**src/rtl/fpcoll_pkg.sv**
```systemverilog
// Shared types and helpers for the FP result collector: class tags, field widths
// and the push-time classifier.
package fpcoll_pkg;

   typedef enum logic [2:0] {
      ZERO = 3'd0,
      SUB  = 3'd1,
      NORM = 3'd2,
      INF  = 3'd3,
      QNAN = 3'd4,
      SNAN = 3'd5
   } fp_class_e;

   localparam int unsigned EXP_W = 8;
   localparam int unsigned MAN_W = 23;
   localparam logic [EXP_W-1:0] EXP_MAX = 8'hFF;

   // Sign bit is ignored.
   function automatic fp_class_e classify(input logic [31:0] d);
      logic [EXP_W-1:0] e;
      logic [MAN_W-1:0] m;
      e = d[EXP_W+MAN_W-1:MAN_W];
      m = d[MAN_W-1:0];
      if (e == '0) begin
         return (m == '0) ? ZERO : SUB;
      end else if (e == EXP_MAX) begin
         if (m == '0) return INF;
         return m[MAN_W-1] ? QNAN : SNAN;
      end
      return NORM;
   endfunction

endpackage

```
**src/rtl/fpcoll_fifo.sv**
```systemverilog
// First-word-fall-through FIFO with extended pointers for full/empty discrimination.
// Flush resets both pointers and overrides any push or pop in the same cycle.
module fpcoll_fifo #(
   parameter int unsigned WIDTH = 35,
   parameter int unsigned DEPTH = 8
) (
   input  logic                     clk,
   input  logic                     rst,
   input  logic                     flush,
   input  logic                     push,
   input  logic                     pop,
   input  logic [WIDTH-1:0]         wdata,
   output logic [WIDTH-1:0]         rdata,
   output logic [$clog2(DEPTH):0]   level,
   output logic                     full,
   output logic                     empty
);

   localparam int unsigned AW = $clog2(DEPTH);

   logic [WIDTH-1:0] mem [DEPTH];
   logic [AW:0]      wr_ptr_q, rd_ptr_q;
   logic             push_ok, pop_ok;

   assign empty   = (wr_ptr_q == rd_ptr_q);
   assign full    = (wr_ptr_q[AW] != rd_ptr_q[AW]) && (wr_ptr_q[AW-1:0] == rd_ptr_q[AW-1:0]);
   assign level   = wr_ptr_q - rd_ptr_q;
   assign push_ok = push && !full && !flush;
   assign pop_ok  = pop && !empty && !flush;
   assign rdata   = mem[rd_ptr_q[AW-1:0]];

   always_ff @(posedge clk) begin
      if (push_ok) mem[wr_ptr_q[AW-1:0]] <= wdata;
   end

   always_ff @(posedge clk or posedge rst) begin
      if (rst) begin
         wr_ptr_q <= '0;
         rd_ptr_q <= '0;
      end else if (flush) begin
         wr_ptr_q <= '0;
         rd_ptr_q <= '0;
      end else begin
         if (push_ok) wr_ptr_q <= wr_ptr_q + 1'b1;
         if (pop_ok)  rd_ptr_q <= rd_ptr_q + 1'b1;
      end
   end

endmodule

```
**src/rtl/fpmul_result_collector.sv**
```systemverilog
// Buffers FP multiplier results, tags each with its class and keeps saturating class counters.
// Optional FPCOLL_TRACE_EN prints every popped word in simulation.
module fpmul_result_collector
   import fpcoll_pkg::*;
#(
   parameter int unsigned DEPTH = 8,
   parameter int unsigned CNT_W = 16
) (
   input  logic                     clk,
   input  logic                     rst,
   input  logic [31:0]              in_data,
   input  logic                     in_valid,
   output logic                     in_ready,
   input  logic                     flush,
   input  logic                     clr_cnt,
   output logic [31:0]              out_data,
   output logic [2:0]               out_class,
   output logic                     out_valid,
   input  logic                     out_ready,
   output logic [$clog2(DEPTH):0]   level,
   output logic [CNT_W-1:0]         cnt_zero,
   output logic [CNT_W-1:0]         cnt_sub,
   output logic [CNT_W-1:0]         cnt_norm,
   output logic [CNT_W-1:0]         cnt_inf,
   output logic [CNT_W-1:0]         cnt_nan
);

   logic             rdy_q;
   logic             full, empty, push, pop;
   fp_class_e        in_cls;
   logic [2:0]       cnt_idx;
   logic [34:0]      rdata;
   logic [CNT_W-1:0] cnt_q [5];

   // in_ready is held low until the first edge after reset releases.
   always_ff @(posedge clk or posedge rst) begin
      if (rst) rdy_q <= 1'b0;
      else     rdy_q <= 1'b1;
   end

   assign in_ready  = rdy_q && !full && !flush;
   assign push      = in_valid && in_ready;
   assign out_valid = !empty;
   assign pop       = out_valid && out_ready && !flush;
   assign in_cls    = classify(in_data);
   assign cnt_idx   = (in_cls == SNAN) ? 3'd4 : in_cls;
   assign out_data  = empty ? 32'h0 : rdata[31:0];
   assign out_class = empty ? 3'd0  : rdata[34:32];

   fpcoll_fifo #(
      .WIDTH (35),
      .DEPTH (DEPTH)
   ) u_fifo (
      .clk   (clk),
      .rst   (rst),
      .flush (flush),
      .push  (push),
      .pop   (pop),
      .wdata ({in_cls, in_data}),
      .rdata (rdata),
      .level (level),
      .full  (full),
      .empty (empty)
   );

   always_ff @(posedge clk or posedge rst) begin
      if (rst) begin
         for (int i = 0; i < 5; i++) cnt_q[i] <= '0;
      end else begin
`ifdef FPCOLL_TRACE_EN
         if (pop) begin
            $display("fpcoll pop %f 0x%08h %s", $bitstoshortreal(out_data), out_data,
                     fp_class_e'(out_class).name());
         end
`endif
         if (clr_cnt) begin
            for (int i = 0; i < 5; i++) cnt_q[i] <= '0;
         end else if (push && (cnt_q[cnt_idx] != '1)) begin
            cnt_q[cnt_idx] <= cnt_q[cnt_idx] + CNT_W'(1);
         end
      end
   end

   assign cnt_zero = cnt_q[0];
   assign cnt_sub  = cnt_q[1];
   assign cnt_norm = cnt_q[2];
   assign cnt_inf  = cnt_q[3];
   assign cnt_nan  = cnt_q[4];

endmodule
```
**config.mk**
```make
export PLATFORM = sky130hd
export DESIGN_NAME = fpmul_result_collector
export DESIGN_NICKNAME = d
export VERILOG_FILES = /design/src/rtl/fpcoll_pkg.sv /design/src/rtl/fpcoll_fifo.sv /design/src/rtl/fpmul_result_collector.sv
export SDC_FILE = /design/constraint.sdc
export NUM_CORES = 1
export LEC_CHECK = 0
export ABC_AREA = 0
export CAP_MARGIN = 20
export CORE_ASPECT_RATIO = 1.4
export CORE_MARGIN = 1.5
export CORE_UTILIZATION = 43
export CTS_CLUSTER_DIAMETER = 100
export DETAILED_ROUTE_END_ITERATION = 16
export PLACE_DENSITY = 0.7
export SYNTH_ARGS = -nofsm -noshare
export SYNTH_HDL_FRONTEND = slang
export SYNTH_SLANG_ARGS = --single-unit
export TNS_END_PERCENT = 50
```
**constraint.sdc**
```tcl
create_clock -name clk -period 8.78 [get_ports clk]
set_input_delay 1.317 -clock clk [delete_from_list [all_inputs] [get_ports clk]]
set_output_delay 1.317 -clock clk [all_outputs]
set_load 0.02 [all_outputs]
```
==> flow_summary.toml, run 1 <==
[drt]
totalWireLength_um = 39200
drc = 0
vias_per_cell = 5.88
detailroute.via_count = 9547
final_antenna_net_count = 0
wl_per_cell_um = 24.1
drt_iter0_drc = 1064
dr.pass1.iters = 5

[cts]
cts_tree = "yes"
clk_latency_ns = 0.53
numCtsBuffers = 36
post_cts_buffers = 0
htree_levels = 2
holdBufCountCts = 0
cts_resized = 0
cts.clk_slew.worst_paths_ns = 0.06
clock_sinks = 369
root_buffer = "clkbuf_16"
clockBufferDepth = 3

[synthesis]
synth_area_leader_cell = "edfxtp_1"
yosysUniqueCellTypes = 73
synth_area_um2 = 15600
netlist_top_cells_count = "edfxtp_1, nand2_1, dfrtp_1, mux4_2, a21oi_1"
avgSynthCellArea_um2 = 15.9
synthTopCellsByArea = "edfxtp_1, dfrtp_1, mux4_2"
synth_warnings = 0
synth_most_common_cell = "edfxtp_1"
synthCells = 984
async_flop_share = 0.241
synth_top_area_frac = 0.538
ys_seq_area_frac = 0.680
synth_fp_nets = 1029
ys_ff_latch = 369
synth_edf_count = 280
synth_ff_type = "edfxtp_1"

[sta]
period_needed_ns = 6.00
rsz0062_at_grt = "false"
fmax_ghz = 0.167
relSlewSlack = 0.244
setup_tns_ns = 0
finalSetupViolCount = 0
skew_ns = 0.0197
slew_violations = 0
finalCritPeriodShare = 0.684
tightest_slew_ns = 1.13
finalHoldViolations = 0

[grt]
grt_max_degree = 84
grt_pass1_wl_um = 59700
antenna_found_initial = 0
overflow = 0
grt_pass1_vias = 9903
grtUsageTotal = 0.213

[setup_path]
arrival_ns = 6.45
crit_path_max_fanout = 22
endpoint_kind = "flip-flop"
timing_worst_setup_path_type = "in2reg"
crit_chain = "clkdlybuf4s50_1 -> nor4_1 -> nand2_1 -> o21ai_2 -> buf_4 -> o21ai_0 -> o21ai_1 -> ha_1 -> inv_1 -> a2111oi_2 -> and4b_1 -> nand3_4 -> a21oi_2 -> a22o_1"
startpoint_type = "input pin"
r2r_setup_slack_ns = 4.49
r2r_cells = 10
cpPeakStageDelay_ns = 0.78
required_ns = 9.23
cp_slowest_cell = "nor4_1"

[placement]
io_buffers = 158
gp_congestion = 0.909
dp_hpwl_um = 23400

[floorplan]
core_area_um2 = 35800
ioPinCount = 159
die_y_um = 229
die_width_um = 164
row_count = 82
start_util = 0.437
die_area_um2 = 37500

[power_and_ir_drop]
ir_drop_v = 0.000147
power_uw = 3870
p_leak_uw = 0.00653
p_per_area_nw_per_um2 = 205

[run_status]
status = "finished, final reports clean"

[layout]
nets = 1184
syn_to_final_growth_pct = 20.7
diodes = 0
final_layout_size_suffix_gt1_frac = 0.165
utilization = 0.527

[flow_run]
drv_cap = 0

[hold_path]
min_path_type = "reg2reg"
whs_path_depth = 1
==> per-layer routing <==
layer | vias to the layer above | share of wire | track usage
li1 | 4182 | - | -
met3 | 81 | 0.064 | 0.0328
met1 | 4910 | 0.40 | 0.280
met4 | 0 | 0.028 | 0.0722
met2 | 374 | 0.51 | 0.360
met5 | - | 0 | 0
==> cells in the final DEF (no fill, tap or decap), types with 4 or more instances in the layout <==
cell type and n:
a21oi_2 4, xnor2_1 12, bufinv_16 4, nor2_1 23, clkinv_2 4, a31o_2 4
nor2b_1 4, clkbuf_1 6, nand3_1 19, ha_1 6, a211o_1 7, nor4_4 4
xor2_1 7, clkbuf_16 38, a22o_1 60, edfxtp_1 280, nor4_2 6, a21o_1 6
nor3_1 8, inv_1 13, and2_1 4, nand2_1 110, a21oi_1 68, nor4_1 4
nand4_1 8, and4_1 5, clkdlybuf4s50_1 158, o21ai_0 26, dfrtp_1 87, mux4_2 70
or3_1 9, buf_4 19
==> power by group <==
group | internal, uW | switching, uW
Combinational | 185 | 210
Sequential | 1890 | 24.2
Clock | 918 | 641
==> cell families after synthesis <==
family / Yosys count / share of synthesized area
other cells: 1 / 0.000240
compound gates: 210 / 0.0960
xor+xnor: 20 / 0.0117
buf+inv: 76 / 0.0247
simple gates: 227 / 0.0774
fa+ha+maj: 7 / 0.00608
flops: 369 / 0.680
mux: 74 / 0.104
==> worst max-delay path: cells and delay by family <==
| kind | cells | cell delay (ns) |
|---|---|---|
| and+or+nand+nor | 4 | 1.69 |
| adders and majority gates | 1 | 0.24 |
| AOI/OAI and AO/OA | 6 | 2.23 |
| buffers and inverters | 3 | 0.97 |
==> through the flow <==
| stage | setup slack, ns | instance area, um^2 | hold WS [ns] | std cells |
|---|---|---|---|---|
| after floorplan | 2.13 | 15600 | 0.530 | 984 |
| after global placement | 2.44 | 17700 | 0.517 | 1562 |
| after detailed placement | 2.27 | 17700 | 0.511 | 1562 |
| after CTS | 2.81 | 18800 | 0.528 | 1623 |
| after global routing | 2.50 | 18900 | 0.541 | 1624 |
| final | 2.78 | 18900 | 0.531 | 1624 |
==> sequential cells by signal, indices dropped and copies added (netlist names) <==
signal and cells:
rdy_q 1, cnt_sub 16, cnt_nan 16, u_fifo.mem 280, u_fifo.rd_ptr_q 4, cnt_zero 16, cnt_norm 16, u_fifo.wr_ptr_q 4
cnt_inf 16
==> layout make-up <==
class / instances / area [um^2]
tap: 462 / 578
inverter: 15 / 57.6
timing repair buffer: 178 / 1740
fill: 2885 / 16900
clock buffer: 45 / 987
clock inverter: 16 / 203
multi-input combinational: 539 / 4660
sequential: 369 / 10600
==> final timing paths <==
check,start,to
max,in_data[13],cnt_zero[15]
min,cnt_zero[13],cnt_zero[13]
max reg2reg,u_fifo.rd_ptr_q[2],cnt_sub[15]
min reg2reg,cnt_zero[13],cnt_zero[13]
max in group asynchronous,rst,cnt_inf[12]
min in group asynchronous,rst,u_fifo.rd_ptr_q[2]
No activity file was read; power rests on OpenSTA's default activity.
==> inputs of run 2 (changes only) <==
Clock period 8.78 ns to 6 ns, I/O delays scaled along.
==> run 2 against run 1 <==
Utilization about the same; sequential cell count is the same; worst setup slack lost 1.7 ns; clock skew shrank 0.0050 ns; clock power is 34% higher; sequential share of layout area is essentially flat; power is 41% higher; combinational power up 48%; routed wire length grew 1.0%.
==> flow_summary.toml, run 2 (same netlist as run 1, synthesis figures left out) <==
[run_status]
status = "finished, final reports clean"

[power_and_ir_drop]
power.share.combinational = 0.107
p_leak_uw = 0.00656
clockPowerShare = 0.382
switching_share = 0.231
p_per_area_nw_per_um2 = 290
p_sw_uw = 1260
ir_drop_v = 0.000206
seqPwrFrac = 0.511
internal-power_uw = 4210

[floorplan]
die_width_um = 164
row_count = 82
ioPinCount = 159
die_y_um = 229
die_area_um2 = 37500
core_area_um2 = 35800
start_util = 0.437

[cts]
clock_sinks = 369
clockBufferDepth = 3
root_buffer = "clkbuf_16"
cts_resized = 0
cts_tree = "yes"
holdBufCountCts = 0
post_cts_buffers = 0
cts.clk_slew.worst_paths_ns = 0.07
clk_latency_ns = 0.53
numCtsBuffers = 35
htree_levels = 2

[setup_path]
timing_worst_setup_path_type = "in2reg"
startpoint_type = "input pin"
endpoint_kind = "flip-flop"
required_ns = 6.46
crit_path_max_fanout = 10
arrival_ns = 5.36

[sta]
finalSetupViolCount = 0
finalHoldViolations = 0
tightest_slew_ns = 1.05
skew_ns = 0.0147
slew_violations = 0
relSlewSlack = 0.297
fmax_ghz = 0.204
rsz0062_at_grt = "false"
period_needed_ns = 4.90
finalCritPeriodShare = 0.817

[grt]
antenna_found_initial = 0
overflow = 0
grt_pass1_wl_um = 59900
grt_max_degree = 80
grt_pass1_vias = 9842
grtUsageTotal = 0.214

[layout]
largest_reg_flops = 280
final_cells = 1641
nets = 1199
mostFrequentLayoutCell = "edfxtp_1"
final_layout_size_suffix_gt1_frac = 0.172
mostFrequentLayoutCells = "edfxtp_1, clkdlybuf4s50_1, nand2_1, dfrtp_1, mux4_2"
diodes = 0
syn_to_final_growth_pct = 20.7
utilization = 0.527

[drt]
detailroute.via_count = 9753
wl_per_cell_um = 24.1
drt_iter0_drc = 956
totalWireLength_um = 39600
vias_per_cell = 5.94
final_antenna_net_count = 0
dr.pass1.iters = 5
drc = 0

[hold_path]
min_path_type = "reg2reg"

[placement]
dp_hpwl_um = 24800
gp_congestion = 0.945
dp.cells = 1578
io_buffers = 158

[flow_run]
drv_cap = 0
[run 2: changes by cell type in the layout (fill, tap and decap cells not counted), sizes merged]
cell and change:
inv +1, clkinvlp -2, clkinv +2, bufinv -3
clkbuf +3, buf +16
[run 2: per-stage QoR]
stage / hold slack (ns) / setup slack [ns] / setup TNS [ns] / power, uW / cell area, um^2
finish: 0.525 / 1.10 / 0 / 5470 / 18900
floorplan: 0.530 / -0.649 / -45.40 / 3190 / 15600
global placement: 0.521 / 0.776 / 0 / 3440 / 17800
global route: 0.559 / 0.863 / 0 / 5650 / 18900
detailed placement: 0.510 / 0.656 / 0 / 3440 / 17800
CTS: 0.528 / 1.17 / 0 / 5530 / 18900
[run 2: worst paths after layout]
path / startpoint / to / slack (ns) / cells after the start
min in group asynchronous: rst / u_fifo.rd_ptr_q[3] / 0.60 / 2
worst max register to register: u_fifo.rd_ptr_q[2] / u_fifo.mem[7][17] / 2.23 / 10
worst min register to register: cnt_zero[12] / cnt_zero[12] / 0.53 / 1
worst min-delay path: cnt_zero[12] / cnt_zero[12] / 0.53 / 1
worst max-delay path: in_data[3] / cnt_zero[15] / 1.10 / 16
max in group asynchronous: rst / cnt_zero[14] / 4.15 / 3
[run 2: power groups by stage]
stage / combinational (uW) / clock (uW) / sequential, uW
floorplan: 367 / 0 / 2820
global placement: 592 / 0 / 2850
detailed placement: 595 / 0 / 2850
CTS: 597 / 2140 / 2790
global route: 627 / 2220 / 2800
finish: 586 / 2090 / 2790
[run 2: final cells by class]
type	instances	area (um^2)
fill	2932	16900
sequential	369	10600
multi-input combinational	539	4650
timing repair buffer	194	1870
clock buffer	48	956
tap	462	578
clock inverter	14	113
inverter	15	57.6
[run 2: worst max-delay path: stages]
cell,delay (ns)
clkdlybuf4s50_1,0.56
nor4_2,0.62
nand4_1,0.17
buf_4,0.20
o21ai_2,0.37
buf_4,0.26
o311ai_1,0.13
nand2_1,0.10
ha_1,0.16
inv_1,0.07
a2111oi_2,0.41
and4b_1,0.37
nand3_4,0.18
a21oi_2,0.45
buf_4,0.26
a22o_1,0.15
[run 2: layer usage]
metal  share of wire  global-route usage  vias up
met2            0.51               0.366      446
met5               0                   0        -
met1            0.38               0.274     5009
met4           0.028              0.0696        0
met3           0.075              0.0376       73
li1                -                   -     4225
